File: src/rtl/spi_bridge_pkg.sv
// Shared types and constants for the SPI word bridge.
package spi_bridge_pkg;

    localparam int SPI_WORD_BITS = 16;
    localparam logic [SPI_WORD_BITS-1:0] DEFAULT_FILL_WORD = '0;

    typedef enum logic {
        RX_IDLE,
        RX_SHIFT
    } rx_state_t;

    typedef enum logic [1:0] {
        TX_EMPTY,
        TX_FULL,
        TX_REQ
    } tx_state_t;

endpackage

File: src/rtl/bus_if.sv
// Word transfer bus between the SPI bridge and the matrix controller.
interface bus_if #(
    parameter int WORD_SIZE = 16
);
    logic                 valid;
    logic                 ready;
    logic [WORD_SIZE-1:0] data;

    modport mst_port (output valid, output data);
    modport slv_port (input valid, input data, output ready);
endinterface

File: src/rtl/spi_sync_edge.sv
// Two-flop synchronizer followed by an edge-detect flop with rise/fall pulses.
module spi_sync_edge #(
    parameter logic RST_VAL = 1'b0
) (
    input  logic clk,
    input  logic reset,
    input  logic d,
    output logic q,
    output logic rise,
    output logic fall
);
    logic meta, sync, prev;

    always_ff @(posedge clk or posedge reset) begin
        if (reset) begin
            meta <= RST_VAL;
            sync <= RST_VAL;
            prev <= RST_VAL;
        end else begin
            meta <= d;
            sync <= meta;
            prev <= sync;
        end
    end

    assign q    = sync;
    assign rise = sync & ~prev;
    assign fall = ~sync & prev;
endmodule

File: src/rtl/spi_word_bridge.sv
// SPI mode-0 slave that turns 16-bit frames into bus words and serializes TX words.
// Optional sticky status ports: define SPI_BRIDGE_STATUS_EN.
module spi_word_bridge
    import spi_bridge_pkg::*;
#(
    parameter int                   WORD_SIZE  = SPI_WORD_BITS,
    parameter int                   VALID_HOLD = 4,
    parameter int                   READY_HOLD = 4,
    parameter logic [WORD_SIZE-1:0] FILL_WORD  = DEFAULT_FILL_WORD
) (
    input  logic    clk,
    input  logic    reset,
    input  logic    sclk,
    input  logic    cs_n,
    input  logic    mosi,
    output logic    miso,
    bus_if.mst_port spi_2_bus_if,
    bus_if.slv_port bus_2_spi_if
`ifdef SPI_BRIDGE_STATUS_EN
    ,
    output logic    rx_overrun,
    output logic    tx_underrun
`endif
);
    localparam int CW = $clog2(WORD_SIZE);
    localparam int VW = $clog2(VALID_HOLD + 1);
    localparam int RW = $clog2(READY_HOLD + 1);

    logic sclk_s_unused, sclk_rise, sclk_fall;
    logic cs_s, cs_rise, cs_fall;
    logic mosi_s, mosi_rise_unused, mosi_fall_unused;

    spi_sync_edge #(.RST_VAL(1'b0)) u_sync_sclk (
        .clk(clk), .reset(reset), .d(sclk),
        .q(sclk_s_unused), .rise(sclk_rise), .fall(sclk_fall)
    );

    spi_sync_edge #(.RST_VAL(1'b1)) u_sync_cs (
        .clk(clk), .reset(reset), .d(cs_n),
        .q(cs_s), .rise(cs_rise), .fall(cs_fall)
    );

    spi_sync_edge #(.RST_VAL(1'b0)) u_sync_mosi (
        .clk(clk), .reset(reset), .d(mosi),
        .q(mosi_s), .rise(mosi_rise_unused), .fall(mosi_fall_unused)
    );

    rx_state_t            rx_state, rx_next;
    tx_state_t            tx_state, tx_next;
    logic [CW-1:0]        bit_cnt;
    logic [VW-1:0]        hold_cnt;
    logic [RW-1:0]        rdy_cnt;
    logic [WORD_SIZE-1:0] rx_shift, rx_word, rx_data, tx_hold, tx_shift;
    logic                 rx_valid, tx_ready;
    logic                 shift_en, word_done, word_accept;
    logic                 boundary, load_hold, load_fill, tx_shift_en;

    always_comb begin
        rx_next   = rx_state;
        shift_en  = 1'b0;
        word_done = 1'b0;
        case (rx_state)
            RX_IDLE: if (cs_fall) rx_next = RX_SHIFT;
            RX_SHIFT: begin
                shift_en  = sclk_rise;
                word_done = sclk_rise && (bit_cnt == CW'(WORD_SIZE - 1));
                if (cs_rise) rx_next = RX_IDLE;
            end
            default: rx_next = RX_IDLE;
        endcase
        rx_word     = {rx_shift[WORD_SIZE-2:0], mosi_s};
        word_accept = word_done && (hold_cnt == '0);
    end

    // Word completion is handled on the 16th sampled bit itself, so a cs_rise
    // arriving in the same cycle still sees the finished word.
    always_ff @(posedge clk or posedge reset) begin
        if (reset) begin
            rx_state <= RX_IDLE;
            bit_cnt  <= '0;
            rx_shift <= '0;
            rx_data  <= '0;
            rx_valid <= 1'b0;
            hold_cnt <= '0;
        end else begin
            rx_state <= rx_next;
            if (rx_next == RX_IDLE || cs_fall) begin
                bit_cnt <= '0;
            end else if (shift_en) begin
                bit_cnt <= word_done ? '0 : bit_cnt + 1'b1;
            end
            if (shift_en) rx_shift <= rx_word;
            if (word_accept) begin
                rx_data  <= rx_word;
                rx_valid <= 1'b1;
                hold_cnt <= VW'(VALID_HOLD);
            end else if (hold_cnt != '0) begin
                hold_cnt <= hold_cnt - 1'b1;
                if (hold_cnt == VW'(1)) rx_valid <= 1'b0;
            end
        end
    end

    always_comb begin
        boundary    = cs_fall || (word_done && !cs_s);
        load_hold   = boundary && (tx_state == TX_FULL);
        load_fill   = boundary && (tx_state != TX_FULL);
        tx_shift_en = sclk_fall && (rx_state == RX_SHIFT);
        tx_next     = tx_state;
        case (tx_state)
            TX_FULL: if (boundary) tx_next = TX_REQ;
            TX_REQ:  if (rdy_cnt == '0) tx_next = TX_EMPTY;
            default: tx_next = tx_state;
        endcase
        if (bus_2_spi_if.valid) tx_next = TX_FULL;
    end

    // ready is registered from the counter so it rises one cycle after the load.
    always_ff @(posedge clk or posedge reset) begin
        if (reset) begin
            tx_state <= TX_EMPTY;
            tx_hold  <= '0;
            tx_shift <= '0;
            rdy_cnt  <= '0;
            tx_ready <= 1'b0;
        end else begin
            tx_state <= tx_next;
            if (bus_2_spi_if.valid) tx_hold <= bus_2_spi_if.data;
            if (load_hold) begin
                tx_shift <= tx_hold;
            end else if (load_fill) begin
                tx_shift <= FILL_WORD;
            end else if (tx_shift_en) begin
                tx_shift <= {tx_shift[WORD_SIZE-2:0], 1'b0};
            end
            if (load_hold) begin
                rdy_cnt <= RW'(READY_HOLD);
            end else if (rdy_cnt != '0) begin
                rdy_cnt <= rdy_cnt - 1'b1;
            end
            tx_ready <= (rdy_cnt != '0);
        end
    end

`ifdef SPI_BRIDGE_STATUS_EN
    always_ff @(posedge clk or posedge reset) begin
        if (reset) begin
            rx_overrun  <= 1'b0;
            tx_underrun <= 1'b0;
        end else begin
            if (word_done && (hold_cnt != '0)) rx_overrun <= 1'b1;
            if (load_fill) tx_underrun <= 1'b1;
        end
    end
`endif

    assign miso               = tx_shift[WORD_SIZE-1];
    assign spi_2_bus_if.valid = rx_valid;
    assign spi_2_bus_if.data  = rx_data;
    assign bus_2_spi_if.ready = tx_ready;
endmodule

File: src/flat_wrapper.sv
// flat-port wrapper written by rule: the top's interface ports become plain ports
module spi_word_bridge_flat import spi_bridge_pkg::*;
#(
    parameter int                   WORD_SIZE  = SPI_WORD_BITS,
    parameter int                   VALID_HOLD = 4,
    parameter int                   READY_HOLD = 4,
    parameter logic [WORD_SIZE-1:0] FILL_WORD  = DEFAULT_FILL_WORD
)
  (clk, reset, sclk, cs_n, mosi, miso, spi_2_bus_if_valid, spi_2_bus_if_data, bus_2_spi_if_valid, bus_2_spi_if_data, bus_2_spi_if_ready);
  bus_if #(.WORD_SIZE(WORD_SIZE)) spi_2_bus_if_i ();
  bus_if #(.WORD_SIZE(WORD_SIZE)) bus_2_spi_if_i ();
  input  logic clk;
  input  logic reset;
  input  logic sclk;
  input  logic cs_n;
  input  logic mosi;
  output logic miso;
  output wire logic [$bits(spi_2_bus_if_i.valid)-1:0] spi_2_bus_if_valid;
  output wire logic [$bits(spi_2_bus_if_i.data)-1:0] spi_2_bus_if_data;
  input wire logic [$bits(bus_2_spi_if_i.valid)-1:0] bus_2_spi_if_valid;
  input wire logic [$bits(bus_2_spi_if_i.data)-1:0] bus_2_spi_if_data;
  output wire logic [$bits(bus_2_spi_if_i.ready)-1:0] bus_2_spi_if_ready;
  assign spi_2_bus_if_valid = spi_2_bus_if_i.valid;
  assign spi_2_bus_if_data = spi_2_bus_if_i.data;
  assign bus_2_spi_if_i.valid = bus_2_spi_if_valid;
  assign bus_2_spi_if_i.data = bus_2_spi_if_data;
  assign bus_2_spi_if_ready = bus_2_spi_if_i.ready;
  spi_word_bridge #(.WORD_SIZE(WORD_SIZE), .VALID_HOLD(VALID_HOLD), .READY_HOLD(READY_HOLD), .FILL_WORD(FILL_WORD)) u_core (.clk(clk), .reset(reset), .sclk(sclk), .cs_n(cs_n), .mosi(mosi), .miso(miso), .spi_2_bus_if(spi_2_bus_if_i), .bus_2_spi_if(bus_2_spi_if_i));
endmodule
File: config.mk
export PLATFORM = sky130hd
export DESIGN_NAME = spi_word_bridge_flat
export DESIGN_NICKNAME = d
export VERILOG_FILES = /design/src/rtl/spi_bridge_pkg.sv /design/src/rtl/bus_if.sv /design/src/rtl/spi_sync_edge.sv /design/src/rtl/spi_word_bridge.sv /design/src/flat_wrapper.sv
export SDC_FILE = /design/constraint.sdc
export NUM_CORES = 1
export LEC_CHECK = 0
export CORE_ASPECT_RATIO = 0.8
export CORE_MARGIN = 5
export CORE_UTILIZATION = 40
export CTS_CLUSTER_SIZE = 25
export DETAILED_ROUTE_END_ITERATION = 8
export GPL_ROUTABILITY_DRIVEN = 0
export SYNTH_ARGS = -nofsm -noshare
export SYNTH_HDL_FRONTEND = slang
export SYNTH_SLANG_ARGS = --single-unit
File: constraint.sdc
create_clock -name clk -period 2.78 [get_ports clk]
set_clock_uncertainty 0.1 [all_clocks]
set_input_delay 0.556 -clock clk [delete_from_list [all_inputs] [get_ports clk]]
set_output_delay 0.556 -clock clk [all_outputs]
set_load 0.05 [all_outputs]
# Word level (Yosys, flattened, before mapping)
# Cells that the tools add are included.
# W data, S select, Z words.
# word_totals
wordCells	82
in_bits	22
out_inout_bits	19
regBits	86
# op_classes
reduce_logical	21
eq_ne	7
n_mux	22
addsub	3
n_bitwise	10
# ops
operator	count
$mux W16	3
$mux W3	4
$mux W4	3
$reduce_bool A3 Y1	4
$reduce_bool A2 Y1	4
$mux W1	7
$logic_and A1 B1 Y1	6
$logic_not A3 Y1	2
$mux W2	3
$ne A3 B2 Y1 const B	2
$not A1 Y1	6
$sub A3 B1 Y3 const B	2
$add A4 B1 Y4 const B	1
$and A1 B1 Y1	4
$eq A4 B4 Y1 const B	1
$pmux W2 S2	1
$eq A3 B1 Y1 const B	1
$reduce_and A3 Y1	1
$eq A2 B1 Y1 const B	1
$eq A2 B2 Y1 const B	1
$logic_or A1 B1 Y1	2
$ne A2 B1 Y1 const B	1
$pmux W1 S2	1
$reduce_and A2 Y1	1
$logic_not A1 Y1	1

# Depth between registers and ports, before layout
# Gate-level depths: netlist of the first run.
# depth
depth_word	9
ltp_mapped	6
depth_no_buf	5

# Modules after synthesis
# Synthesis of the first run repeated with hierarchy kept, for this count alone.
# hier_totals
cells_unflattened	269
area_unflattened_um2	3663.5
# by_module_without_submodules
module	seq_area_each_um2	cells_per_inst	n_inst	area_each_um2
spi_word_bridge	1951.9	251	1	3378.2
spi_sync_edge at u_core.u_sync_mosi ...	75.1	6	2	93.8
spi_sync_edge at u_core.u_sync_cs	78.8	6	1	97.6

# Worst setup path before layout of the first run
# Ideal clock, no wire load.
# synth_timing
kind	flip-flop to flip-flop
from	reg u_core.hold_cnt[0]
to	reg u_core.rx_data[0] (netlist: u_core.spi_2_bus_if.data[0])
slack_ns	0.846
t_required_ns	2.555
stages_incl_launch_ff	7
setup_time_ns	0.125
t_arrival_ns	1.710
path_cell_list	dfrtp_1 -> inv_1 -> ha_1 -> inv_1 -> nor4_4 -> buf_6 -> mux2_2
# synth_via
elab_chain_cells	2
# synth_rtl
item	line_no	text
start, declared	spi_word_bridge.sv:51	logic [VW-1:0] hold_cnt;
start signal, assigned	spi_word_bridge.sv:96	hold_cnt <= VW'(VALID_HOLD);
start signal, assigned	spi_word_bridge.sv:98	hold_cnt <= hold_cnt - 1'b1;
$logic_not A3 Y1	spi_word_bridge.sv:72	word_accept = word_done && (hold_cnt == '0);
$logic_and A1 B1 Y1	spi_word_bridge.sv:72	
end signal, assigned	spi_word_bridge.sv:94	rx_data <= rx_word;
end, declared	spi_word_bridge.sv:53	logic [WORD_SIZE-1:0] rx_shift, rx_word, rx_data, tx_hold, tx_shift;
# No other way between the ends.
# A chain may end at the register's enable or synchronous reset.

# Worst setup path after layout of the first run
# layout_timing
from	reg u_core.rx_data[0] (netlist: u_core.spi_2_bus_if.data[0])
to	out spi_2_bus_if_data[0]
# layout_rtl
item	line_no	text
end, declared	flat_wrapper.sv:19	output wire logic [$bits(spi_2_bus_if_i.data)-1:0] spi_2_bus_if_data;
# No word-level cell between the ends.

==> results of run 1 <==
==> cells by family (layout without fill, tap and decap cells) <==
family | after synthesis | after routing | share of synthesized area (%)
compound gates | 16 | 16 | 3.169
mux | 79 | 79 | 23.91
fa+ha+maj | 6 | 6 | 2.113
simple gates | 46 | 46 | 6.902
flops | 86 | 86 | 60.67
xor+xnor | 3 | 3 | 0.7396
buf+inv | 18 | 69 | 2.500
==> worst reg2reg max path, delay by kind of cell (launching register included) <==
| family | cells | cell delay, ns |
|---|---|---|
| AO/OA/AOI/OAI | 1 | 0.81 |
| flip-flops | 1 | 0.41 |
| multiplexers | 1 | 0.28 |
| adder cells (fa/ha/maj) | 1 | 0.24 |
| AND/OR/NAND/NOR | 1 | 0.18 |
==> placed cells by master, fill, tap and decap left out, types with 2 or more instances in the layout <==
| cell type | Yosys | routed |
|---|---|---|
| a21oi_1 | 2 | 2 |
| dfrtp_1 | 83 | 83 |
| mux2_2 | 47 | 47 |
| o21ai_0 | 2 | 2 |
| nand2_1 | 22 | 22 |
| inv_1 | 7 | 6 |
| nor2b_1 | 3 | 3 |
| clkdlybuf4s50_1 | 0 | 40 |
| o22ai_1 | 2 | 2 |
| ha_1 | 6 | 6 |
| nand3b_1 | 2 | 2 |
| buf_12 | 0 | 2 |
| xor2_1 | 2 | 2 |
| buf_4 | 0 | 4 |
| nand3_1 | 2 | 2 |
| nor3_1 | 2 | 2 |
| clkbuf_8 | 0 | 9 |
| nor2_1 | 7 | 7 |
| o211ai_1 | 2 | 2 |
| clkinvlp_4 | 0 | 2 |
| mux2i_1 | 32 | 32 |
| nand2b_1 | 5 | 5 |
| inv_6 | 0 | 2 |
| dfstp_2 | 3 | 3 |
| o31ai_1 | 2 | 2 |
==> layer usage <==
metal	routed length, microns	share of wire, %	up-vias	global-route usage (%)
met2	2667	46	27	17.92
met4	63	1.1	0	4.106
met3	183	3.2	7	4.057
met1	2823	49	1028	16.39
met5	0	0	-	0
li1	-	-	985	-
==> state kept, by name, indices dropped and copies added, names as in the netlist <==
register / cells
u_core.spi_2_bus_if.data: 16
u_core.tx_hold: 16
u_core.tx_shift: 16
u_core.rx_shift: 15
u_core.bit_cnt: 4
u_core.hold_cnt: 3
u_core.rdy_cnt: 3
u_core.tx_state: 2
u_core.bus_2_spi_if.ready: 1
u_core.rx_state: 1
u_core.spi_2_bus_if.valid: 1
u_core.u_sync_cs.meta: 1
u_core.u_sync_cs.prev: 1
u_core.u_sync_cs.q: 1
u_core.u_sync_mosi.meta: 1
u_core.u_sync_mosi.q: 1
u_core.u_sync_sclk.meta: 1
u_core.u_sync_sclk.prev: 1
u_core.u_sync_sclk.q: 1
==> layout make-up <==
cell class | instances | area share [%]
clock buffer | 10 | 2.967
clock inverter | 6 | 1.600
inverter | 7 | 0.6981
multi-input combinational | 150 | 30.42
sequential | 86 | 50.12
tap | 112 | 3.258
timing repair buffer | 46 | 10.94
==> power by group through the flow <==
| stage | Clock [mW] | Sequential, mW | Combinational [mW] |
|---|---|---|---|
| 3_3_place_gp | 0 | 1.58 | 0.457 |
| 5_1_grt | 0.963 | 1.59 | 0.522 |
| 3_5_place_dp | 0 | 1.59 | 0.472 |
| 2_1_floorplan | 0 | 1.58 | 0.325 |
| 6_report | 0.875 | 1.56 | 0.461 |
| 4_1_cts | 0.911 | 1.56 | 0.471 |
==> worst paths after layout <==
path	endpoint	slack, ns	cells after the start
setup / recovery	spi_2_bus_if_data[0]	0.59	1
hold / removal	u_core.u_sync_sclk.q	0.26	0
setup reg to reg	u_core.tx_shift[3]	0.68	4
hold reg to reg	u_core.u_sync_sclk.q	0.26	0
max in group asynchronous	u_core.u_sync_cs.prev	1.64	3
min in group asynchronous	u_core.u_sync_mosi.meta	0.54	3
==> through the flow <==
stage | util (%) | hold WS, ns
2_1_floorplan | - | 0.2312
3_3_place_gp | 47.97 | 0.2324
3_5_place_dp | 47.97 | 0.2416
4_1_cts | 50.26 | 0.2629
5_1_grt | 50.26 | 0.2703
6_report | 50.26 | 0.2612
==> key figures, run 1 <==
Worst hold path
  • HP Class: reg2reg
  • Hold path startpoint: u_core.u_sync_sclk.meta

Clock network
  • CTS tree: built
  • Clk Latency, worst-skew pair: 0.35 ns
  • Root Buffer: clkbuf_8
  • Post-CTS setup buffers: 0
  • Resized cells post-CTS: 0
  • Clock-pin slew on the worst setup and hold paths: 0.09 ns
  • Htree depth: 3
  • Cts hold-fix bufs: 0
  • Sink Count: 86
  • Deepest clock path buffer count: 2
  • Clock buffer count from CTS: 9

Routing
  • DRT iter0 DRCs: 62
  • Routed len/inst: about 14 microns
  • Vias: 2047
  • Routed WL: 5737 microns
  • Remaining antenna violation count after routing: 0
  • Vias/cell: just under 5
  • DRC: 0
  • DR pass1 iterations: 4

Logic synthesis
  • Synth warnings: 0
  • Syn Nets: 282
  • Cells after synthesis: 254
  • Predominant post-synthesis flop cell: dfrtp_1
  • Mapped Avg Cell Area: between 10 and 15 sq um
  • Synth area leader: dfrtp_1
  • Top cells by count, synth: dfrtp_1, mux2_2, mux2i_1
  • Mapped Area: 3553 sq um
  • Cell with the most instances after synthesis: dfrtp_1
  • EDFF count, synth: 0
  • Yosys reg bits: 86
  • Synth top area cells: dfrtp_1, mux2_2, mux2i_1
  • Yosys top cell area share: roughly three fifths
  • Post-synthesis sequential area ratio: 60.67%
  • Library cells used by synthesis: 32
  • Asr flop ratio synth: 100.0%

Setup path
  • Largest fanout on the critical path: 2
  • CP Data Required Time: between 2 and 2.5 ns
  • RR Startpoint: u_core.bit_cnt[0]
  • CP arrival: 1.54 ns
  • Crit path kind: reg2out
  • Largest delay share family, worst path: buffers and inverters
  • CP bufs+invs: 1
  • CP max stage delay: around 0.8 ns
  • Crit-path slowest cell: clkdlybuf4s50_1
  • Nature of the critical path endpoint: output port
  • Critical path launch point type: flop
  • Worst setup path start: u_core.spi_2_bus_if.data[0]
  • Cell Chain, Critical Path: clkdlybuf4s50_1

Timing
  • Slew HR: 33.81%
  • RSZ-0062 raised after global routing: no
  • Worst-Margin Slew: 0.9929 ns
  • Fmax: 0.4561 GHz
  • Slew Viols, Final: 0
  • Final WS setup: approximately 0.59 ns
  • Final hold violations: 0
  • Final setup viols: 0
  • Final period utilization: 78.87%
  • Setup TNS Final: 0 ns
  • Final min period: roughly 2.2 ns

Floorplan
  • DIE AREA: around 11000 sq um
  • I/O pin count: 41
  • Die X-Extent: 115.4 microns
  • Core area: approximately 8600 sq um
  • Initial core utilization: 41.52%
  • Core Rows: 30
  • Die Ht: 94.30 microns

Finish
  • Finished layout cell area: 4302 sq um
  • Nets: 328
  • Share of layout cells above drive strength 1: between 20% and 30%
  • Storage cell area: between 2000 and 2500 sq um
  • Antenna diode count: 0
  • Multi-input logic area: 1309 sq um
  • Synth-to-Final Area Change: 21.06%
  • Final cell count without fillers: approximately 420
  • Fill cell count: 757

Placed design
  • Placed Cells: 401
  • Placed Area: 4105 sq um
  • Placed wire-length estimate: ~3800 microns
  • I/O Buffers: 40
  • Pre-CTS setup slack: around 0.54 ns

Power
  • Switching Fraction: a little over a quarter
  • Sw power: 786.7 uW
  • Clk pwr share: 30.2%
  • Internal power: 2.109 mW
  • Pwr Density: 673.1 nW/um^2
  • Share of power burned in registers: 53.9%
  • Max rail drop VDD: 0.3003 mV
  • Power, Total: just under 3 mW
  • LEAKAGE: 2.089 nW
  • Combinational share of power: 15.9%

Global routing
  • Global route overflow: 0
  • First-pass GRT wire length: 10320 microns
  • Initial antenna violation count: 0
  • Vias in the first global route: 2160
  • Overall routing resource usage: 12.00%
  • Largest net degree at the start of global routing: 87

Run
  • Max-Cap Viols: 0

Status
  • Status: complete, no violations
(Power assumes the default switching activity.)
==> inputs of run 2 (changes only) <==
Clock period 2.78 ns to 2.2 ns, I/O delays scaled along.
==> key figures, run 2 (synthesis gave the netlist of run 1 again) <==
Global routing
  • First-pass GRT wire length: 9970 microns
  • Initial antenna violation count: 0
  • Vias in the first global route: ~2200
  • Largest net degree at the start of global routing: 87
  • Overall routing resource usage: between 10% and 20%
  • Global route overflow: 0

Setup path
  • R2R depth: 3
  • Largest fanout on the critical path: 2
  • Cell Chain, Critical Path: clkdlybuf4s50_1
  • CP arrival: 1.52 ns
  • CP bufs+invs: 1
  • RR Startpoint: u_core.u_sync_cs.q
  • Reg2Reg Setup Slack: 0.15 ns
  • Crit-path slowest cell: clkdlybuf4s50_1
  • Crit path kind: reg2out
  • Worst setup path start: u_core.spi_2_bus_if.data[3]
  • Largest delay share family, worst path: buffers and inverters
  • Critical path launch point type: flop
  • Reg2reg end: u_core.tx_shift[13]
  • CP max stage delay: 0.80 ns
  • Nature of the critical path endpoint: output port
  • CP Data Required Time: 1.66 ns

Worst hold path
  • HP Class: reg2reg
  • Hold path startpoint: u_core.u_sync_sclk.meta
  • Hold-critical path depth: 0
  • Hold worst-path end: u_core.u_sync_sclk.q

Routing
  • Vias/cell: 4.831
  • Met3 routed WL: roughly 180 microns
  • Met2 WL: 2591 microns
  • DRC: 0
  • DR pass1 iterations: 4
  • Remaining antenna violation count after routing: 0
  • Routed len/inst: around 13 microns
  • Routed WL: 5610 microns
  • Top Metal Used: met4
  • M1 wire length: 2723 microns
  • Vias: 2029
  • DRT iter0 DRCs: 54

Timing
  • Fmax: 0.4858 GHz
  • Setup TNS Final: 0 ns
  • Slew Viols, Final: 0
  • Final period utilization: between 90% and 100%
  • Final hold violations: 0
  • Worst-Margin Slew: 0.9954 ns
  • RSZ-0062 raised after global routing: no
  • Final setup viols: 0
  • Hold slack final: 0.2559 ns
  • Final min period: 2.058 ns
  • Slew HR: 33.64%

Floorplan
  • I/O pin count: 41
  • Core Rows: 30
  • Die Ht: approximately 94 microns
  • DIE AREA: 10880 sq um
  • Core area: 8558 sq um
  • Initial core utilization: a little over 40%
  • Die X-Extent: 115.4 microns

Clock network
  • Htree depth: 3
  • Clock-pin slew on the worst setup and hold paths: 0.09 ns
  • Clock buffer count from CTS: 9
  • Post-CTS setup buffers: 0
  • Sink Count: 86
  • Root Buffer: clkbuf_8
  • Deepest clock path buffer count: 2
  • CTS tree: built
  • Clk Latency, worst-skew pair: 0.35 ns
  • Cts hold-fix bufs: 0
  • Resized cells post-CTS: 0

Finish
  • Antenna diode count: 0
  • Nets: 331
  • Commonest non-fill, non-tap cell in the layout: dfrtp_1
  • Share of layout cells above drive strength 1: about a quarter
  • Final cell count without fillers: 420
  • Fill cell count: 756
  • Most frequent cells in the layout: dfrtp_1, mux2_2, clkdlybuf4s50_1
  • Synth-to-Final Area Change: 22.25%

Power
  • Pwr Density: 873.8 nW/um^2
  • Max rail drop VDD: 0.3574 mV
  • LEAKAGE: 2.114 nW

Run
  • Max-Cap Viols: 0

Placed design
  • I/O Buffers: 40
  • Placed wire-length estimate: 3716 microns
  • Placed Cells: about 400

Status
  • Status: complete, no violations
==> run 2: cell types whose count changed in the layout (fill, tap and decap cells not counted) <==
cell       before  now
bufinv_16       1    2
buf_4           4    8
buf_12          2    1
clkbuf_1        1    0
clkinv_2        1    0
inv_8           0    1
==> run 2: through the flow <==
| step | power [mW] | setup slack, ns | util (%) | instance area (sq um) |
|---|---|---|---|---|
| CTS | 3.862 | 0.1002 | 50.76 | 4344 |
| detailed placement | 2.595 | 0.1371 | 48.08 | 4115 |
| floorplan | 2.412 | 0.2656 | - | 3557 |
| finish | 3.796 | 0.1417 | 50.76 | 4344 |
| global placement | 2.574 | 0.2416 | 48.08 | 4115 |
| global route | 4.015 | 0.007638 | 50.76 | 4344 |
==> run 2: final cells by class <==
cell class                      count  area [sq um]  area share, %
Clock inverter                      7         105.1          2.419
Sequential cell                    86          2156          49.63
Inverter                            7         30.03         0.6912
Multi-Input combinational cell    150          1309          30.13
Tap cell                          112         140.1          3.226
Clock buffer                        9         123.9          2.851
Timing Repair Buffer               49         480.5          11.06
==> run 2: how the worst max path moves through the flow <==
stage	end	cells after the start
floorplan	u_core.spi_2_bus_if.data[0]	6
global placement	u_core.tx_shift[11]	4
detailed placement	u_core.tx_shift[13]	3
CTS	u_core.tx_shift[4]	3
global route	u_core.tx_shift[4]	3
finish	spi_2_bus_if_data[3]	1
==> run 2: worst register-to-register path: stages, from the launching register on <==
cell	delay, ns
dfstp_2	0.57
nand2b_1	0.17
o31a_1	0.82
mux2i_1	0.31
==> run 2: metal layers <==
| layer | vias to the layer above | track usage [%] |
|---|---|---|
| met4 | 0 | 5.572 |
| met3 | 8 | 3.026 |
| met1 | 1001 | 15.18 |
| met2 | 31 | 18.02 |
| li1 | 989 | - |
| met5 | - | 0 |
==> run 2: report_power, final <==
group / total [mW] / switching [mW] / internal (mW)
clock: 1.24 / 0.586 / 0.657
sequential: 1.97 / 0.144 / 1.82
combinational: 0.585 / 0.276 / 0.310
total: 3.80 / 1.01 / 2.79
==> inputs of run 3 (changes only) <==
Settings changed: CORE_UTILIZATION 40 to 31.
==> key figures, run 3 (synthesis gave the netlist of run 1 again) <==
Power
  • Combinational share of power: 13.6%
  • Internal power: 3.278 mW
  • Share of power burned in registers: 45.9%
  • Pwr Density: 953.3 nW/um^2
  • Clk pwr share: 40.5%
  • Sw power: 1.021 mW
  • Max rail drop VDD: approximately 0.39 mV
  • Switching Fraction: 23.74%
  • LEAKAGE: roughly 2.2 nW

Setup path
  • R2R depth: 3
  • Crit-path slowest cell: clkdlybuf4s50_1
  • Reg2Reg Setup Slack: 0.21 ns
  • Nature of the critical path endpoint: output port
  • Crit path kind: reg2out
  • Critical path launch point type: flop
  • Largest delay share family, worst path: buffers and inverters
  • Worst setup path end: spi_2_bus_if_valid
  • Reg2reg end: u_core.tx_shift[4]
  • Cell Chain, Critical Path: clkdlybuf4s50_1
  • CP max stage delay: ~0.81 ns
  • Crit. path cell count: 1
  • RR Startpoint: u_core.u_sync_cs.q
  • CP arrival: 1.50 ns
  • Largest fanout on the critical path: 2
  • Worst setup path start: u_core.spi_2_bus_if.valid
  • CP Data Required Time: 1.66 ns
  • CP bufs+invs: 1

Timing
  • Final period utilization: 92.94%
  • Final min period: 2.045 ns
  • Slew HR: approximately a third
  • Setup TNS Final: 0 ns
  • Slew Viols, Final: 0
  • RSZ-0062 raised after global routing: no
  • Final hold violations: 0
  • Fmax: between 0.4 and 0.5 GHz
  • Worst-Margin Slew: around 0.97 ns
  • Final setup viols: 0

Routing
  • Routed WL: 5887 microns
  • DR pass1 iterations: 3
  • Vias/cell: ~4.4
  • DRT iter0 DRCs: 59
  • Routed len/inst: 12.91 microns
  • Vias: 2023
  • DRC: 0
  • Remaining antenna violation count after routing: 0

Finish
  • Commonest non-fill, non-tap cell in the layout: dfrtp_1
  • Nets: 331
  • Most frequent cells in the layout: dfrtp_1, mux2_2, clkdlybuf4s50_1
  • Final Core Density: 39.60%
  • Antenna diode count: 0
  • Share of layout cells above drive strength 1: 25.00%
  • Synth-to-Final Area Change: 26.90%
  • Fill cell count: 1077

Run
  • Max-Cap Viols: 0

Global routing
  • Largest net degree at the start of global routing: 87
  • Global route overflow: 0
  • Initial antenna violation count: 0
  • Overall routing resource usage: about a tenth
  • Vias in the first global route: 2306
  • First-pass GRT wire length: 10830 microns

Floorplan
  • Core Rows: 35
  • DIE AREA: between 10000 and 15000 sq um
  • I/O pin count: 41
  • Core area: 11390 sq um
  • Die X-Extent: 129.7 microns
  • Initial core utilization: ~31%
  • Die Ht: 105.8 microns

Clock network
  • Resized cells post-CTS: 0
  • Post-CTS setup buffers: 0
  • Clock-pin slew on the worst setup and hold paths: 0.06 ns
  • Cts hold-fix bufs: 0
  • Htree depth: 3
  • Clk Latency, worst-skew pair: 0.33 ns
  • Sink Count: 86
  • Clock buffer count from CTS: 9
  • Root Buffer: clkbuf_16
  • Deepest clock path buffer count: 2
  • CTS tree: built

Status
  • Status: complete, no violations

Worst hold path
  • HP Class: reg2reg

Placed design
  • Placed wire-length estimate: 3949 microns
  • I/O Buffers: 40
## run 3: cell types whose count changed in the layout (fill, tap and decap cells not counted), sizes merged
cell    delta
inv        -3
bufinv     +1
clkbuf     +2
## run 3: per-layer routing
| layer | share of wire [%] | GRT usage [%] | vias up |
|---|---|---|---|
| met5 | 0 | 0 | - |
| met4 | 1.9 | 4.896 | 0 |
| met3 | 3.9 | 3.191 | 7 |
| met2 | 47 | 14.97 | 22 |
| met1 | 48 | 12.32 | 1012 |
| li1 | - | - | 982 |
## run 3: power groups by stage
stage               combinational, mW  clock (mW)  sequential (mW)
floorplan                       0.411           0             2.00
global placement                0.576           0             1.99
CTS                             0.601        1.79             1.97
finish                          0.587        1.74             1.97
global route                    0.668        1.86             2.01
detailed placement              0.600           0             2.00
## run 3: how the worst min path moves through the flow
| stage | start | end | slack (ns) | cells past startpoint |
|---|---|---|---|---|
| 2_1_floorplan | u_core.u_sync_mosi.meta | u_core.u_sync_mosi.q | 0.23 | 0 |
| 6_report | u_core.u_sync_sclk.meta | u_core.u_sync_sclk.q | 0.25 | 0 |
| 5_1_grt | u_core.u_sync_mosi.meta | u_core.u_sync_mosi.q | 0.26 | 0 |
| 4_1_cts | u_core.u_sync_sclk.meta | u_core.u_sync_sclk.q | 0.25 | 0 |
| 3_5_place_dp | u_core.u_sync_sclk.meta | u_core.u_sync_sclk.q | 0.23 | 0 |
| 3_3_place_gp | u_core.u_sync_mosi.meta | u_core.u_sync_mosi.q | 0.23 | 0 |
## run 3: area by class of cell
type	instances	area, sq um	share of cell area, %
inverters	7	30.03	0.6659
clock inverters	5	106.4	2.358
repair buffers	49	480.5	10.65
clock buffers	11	242.7	5.383
multi-input cells	150	1309	29.02
well taps	148	185.2	4.107
flip-flops and latches	86	2156	47.81
## run 3: stage by stage
step / power, mW / cells / worst slack (ns) / cell area (sq um) / hold WS (ns)
after floorplan: 2.412 / 254 / 0.2656 / 3557 / 0.2312
after global placement: 2.570 / 440 / 0.2438 / 4160 / 0.2338
after detailed placement: 2.600 / 440 / 0.2092 / 4160 / 0.2347
after CTS: 4.367 / 456 / 0.1289 / 4509 / 0.2486
after global routing: 4.534 / 456 / 0.06251 / 4509 / 0.2616
final: 4.299 / 456 / 0.1553 / 4509 / 0.2478
